File: src/rtl/vending_machine.sv
// Single-product vending controller: price 15, accepts 5/10 coins, registered
// dispense pulse and change outputs one cycle after the completing coin.
module vending_machine (
  input  logic       clk,
  input  logic       rst,
  input  logic [1:0] in,
  output logic       out,
  output logic [1:0] change
);

  localparam int unsigned COIN_W = 2;

  localparam logic [COIN_W-1:0] COIN_5   = COIN_W'(2'b01);
  localparam logic [COIN_W-1:0] COIN_10  = COIN_W'(2'b10);
  localparam logic [COIN_W-1:0] CHG_NONE = COIN_W'(2'b00);
  localparam logic [COIN_W-1:0] CHG_5    = COIN_W'(2'b01);

  typedef enum logic [1:0] {
    S0  = 2'b00,
    S5  = 2'b01,
    S10 = 2'b10
  } state_e;

  state_e            state_q, state_d;
  logic              out_q, out_d;
  logic [COIN_W-1:0] change_q, change_d;

  // State and output registers; reset discards any credit without refund.
  always_ff @(posedge clk) begin
    if (rst) begin
      state_q  <= S0;
      out_q    <= 1'b0;
      change_q <= CHG_NONE;
    end else begin
      state_q  <= state_d;
      out_q    <= out_d;
      change_q <= change_d;
    end
  end

  // Credit accumulation; no-coin and the invalid code both hold the credit.
  always_comb begin
    state_d  = state_q;
    out_d    = 1'b0;
    change_d = CHG_NONE;
    case (state_q)
      S0: begin
        if (in == COIN_5) begin
          state_d = S5;
        end else if (in == COIN_10) begin
          state_d = S10;
        end
      end
      S5: begin
        if (in == COIN_5) begin
          state_d = S10;
        end else if (in == COIN_10) begin
          state_d = S0;
          out_d   = 1'b1;
        end
      end
      S10: begin
        if (in == COIN_5) begin
          state_d = S0;
          out_d   = 1'b1;
        end else if (in == COIN_10) begin
          state_d  = S0;
          out_d    = 1'b1;
          change_d = CHG_5;
        end
      end
      default: state_d = S0;
    endcase
  end

  assign out    = out_q;
  assign change = change_q;

endmodule

File: config.mk
export PLATFORM = sky130hd
export DESIGN_NAME = vending_machine
export DESIGN_NICKNAME = d
export VERILOG_FILES = /design/src/rtl/vending_machine.sv
export SDC_FILE = /design/constraint.sdc
export NUM_CORES = 1
export LEC_CHECK = 0
export CORE_AREA = 4 4 41 43
export CTS_CLUSTER_DIAMETER = 40
export DETAILED_ROUTE_END_ITERATION = 8
export DIE_AREA = 0 0 45 47
export PLACE_DENSITY_LB_ADDON = 0.1
export SYNTH_ARGS = -nofsm -noshare
export SYNTH_HDL_FRONTEND = slang
export SYNTH_SLANG_ARGS = --single-unit
File: constraint.sdc
create_clock -name clk -period 1.9 [get_ports clk]
set_clock_uncertainty 0.1 [all_clocks]
set_input_delay 0.38 -clock clk [delete_from_list [all_inputs] [get_ports clk]]
set_output_delay 0.38 -clock clk [all_outputs]
set_load 0.005 [all_outputs]
==> flow_metrics.tcl <==
set metrics [dict create \
    ant_nets 0 \
    path_cells "inv_1 > ha_2 > a211o_1 > or4_1 > o22ai_1" \
    diodes 0 \
    grt-ovfl-total 0 \
    outcome "finished clean" \
    setup_viol 0 \
    rsz0062_at_grt "false" \
    cpPeakStageDelay_ns 0.47 \
    final_util 0.364 \
    synth_top_cell_by_area "ha_1" \
    synth_area_um2 317 \
    dr.pass1.iters 4 \
    cts_tree "yes" \
    dieArea_um2 2120 \
    cts_buffers 3 \
    crit_fanout 4 \
    drive_gt1_frac 0.320 \
    dp_hpwl_um 546 \
    cp-end-kind "register" \
    irDropWorstVdd_mv 0.175 \
    port_buffers 5 \
    fin_nets 64 \
    ys.flop_type "dfxtp_1" \
    cts_buffer_depth 2 \
    startpoint_type "register" \
    synth_common_cells "ha_1, inv_1, dfxtp_1" \
    place_inst 61 \
    critPathArrivalTime_ns 1.85 \
    syn-num-nets 47 \
    rows 13 \
    drt-initial-drc-count 5 \
    drc 0 \
    synth-seq-cells 4 \
    grt_pass1_wl_mm 1.12 \
    grt_max_degree 5 \
    preCtsSetupSlack_ns -0.463 \
    globalplace.congestion 0.760 \
    num_vias 289 \
    htreeDepth 1 \
    grt_usage 0.0749 \
    area_delta_synth_final_pct 49.8 \
    synth_edf_count 0 \
    grt_pass1_vias 273 \
    yosysUniqueCellTypes 18 \
    min_period_ns 1.81 \
    drt_wl_total_um 698 \
    wire_per_inst_um 10.7 \
    vias_per_cell 4.45 \
    cap_viol_max_count 0 \
    synth_top_area_share 0.316 \
    critical_path.slowest_cell "or4_1" \
    final-max-slew-violation-count 0 \
    syn_avg_cell_area_um2 9.04 \
    io_pins 7 \
    setup_ws_ns 0.0944 \
    critical_path_class "register to register" \
    max_freq_mhz 554 \
    period_share 0.950 \
    leakagePower_uw 0.000216 \
    min_path_type "register to register" \
    clock_sinks 4 \
    finalNonFillerCells 65 \
    yosys_warnings 0 \
    clk_latency_ns 0.23 \
    yosys-top-cells-area "ha_1, dfxtp_1, inv_1, nor3b_1, o21ba_2" \
    p_per_area_nw_per_um2 668 \
    initial_utilization 0.243 \
    tns_ns 0 \
    syn_inst 35 \
    clk_pin_slew_ns 0.04 \
    cts-root-buf "clkbuf_4" \
    yosysMostFrequentCell "ha_1" \
    async_flop_share 0 \
    antenna_found_initial 0 \
    die_y_um 47 \
    dieWidth_um 45 \
    fp.coreArea_um2 1300 \
    cp.required_ns 1.94 \
    hold_viol 0 \
    yosysSeqAreaShare 0.253 \
]
## routing by layer
layer | global-route usage | share of wire | vias up
met2 | 0.119 | 0.45 | 13
li1 | - | - | 148
met1 | 0.0860 | 0.47 | 128
met3 | 0.0345 | 0.085 | 0
met5 | 0 | 0 | -
met4 | 0.0351 | 0 | 0
## cell usage in the layout (no fill, tap or decap), types with 2 or more instances in the layout
cell | synthesis | routed
ha_1 | 8 | 6
clkbuf_4 | 0 | 3
dfxtp_1 | 4 | 3
nor3b_1 | 2 | 2
clkdlybuf4s50_1 | 0 | 3
buf_4 | 1 | 8
dlygate4sd2_1 | 0 | 2
inv_1 | 6 | 5
nor2_1 | 2 | 2
## registers in the layout, summed over array words and instances, names as in the netlist
register	flops
state_q	2
change	1
out	1
## critical path: cells and delay by family (launching register included)
family | cells | cell delay (ns)
compound gates | 2 | 0.50
fa+ha+maj | 1 | 0.21
buf+inv | 1 | 0.08
flops | 1 | 0.35
simple gates | 1 | 0.47
## metrics by stage
| stage | hold WS [ns] | power (µW) | area (µm²) |
|---|---|---|---|
| after global placement | 0.504 | 210 | 430 |
| final | 0.479 | 317 | 474 |
| after floorplan | 0.356 | 164 | 317 |
| after CTS | 0.496 | 317 | 470 |
| after global routing | 0.500 | 341 | 474 |
| after detailed placement | 0.501 | 208 | 430 |
## layout make-up
| class | instances | area, µm² |
|---|---|---|
| fillers | 145 | 827 |
| multi-input cells | 24 | 221 |
| repair buffers | 13 | 108 |
| flip-flops and latches | 4 | 81.3 |
| clock buffers | 3 | 22.5 |
| inverters | 6 | 22.5 |
| well taps | 15 | 18.8 |
## path summary, 6_finish.rpt
| path | from | end | slack, ns | cells after the start |
|---|---|---|---|---|
| setup / recovery | state_q[0] | state_q[0] | 0.09 | 5 |
| hold / removal | state_q[0] | state_q[0] | 0.48 | 2 |
| setup reg to reg | state_q[0] | state_q[0] | 0.09 | 5 |
| hold reg to reg | state_q[0] | state_q[0] | 0.48 | 2 |
## where the power goes
| part | internal, µW | switching [µW] | leakage, µW | total (µW) |
|---|---|---|---|---|
| Sequential | 92.8 | 4.47 | 0.0000330 | 97.3 |
| Clock | 70.4 | 31.2 | 0.0000138 | 102 |
| Combinational | 63.2 | 54.6 | 0.000169 | 118 |
## cells by family (layout without fill, tap and decap cells)
| kind of cell | after synthesis | in the layout | share of synthesized area |
|---|---|---|---|
| AO/OA/AOI/OAI | 7 | 7 | 0.170 |
| buffers and inverters | 7 | 22 | 0.0949 |
| AND/OR/NAND/NOR | 8 | 8 | 0.154 |
| flip-flops | 4 | 4 | 0.253 |
| adder cells (fa/ha/maj) | 8 | 8 | 0.316 |
| other | 1 | 1 | 0.0118 |
## timing repair
action / 4_1_cts / 5_1_grt
endpoints found under the setup margin: 1 / 1
hold buffers: 0 / 0
resized for setup: 4 / 2
setup buffers: 1 / 0
pin swaps: 3 / 0
(Power assumes the default switching activity.)
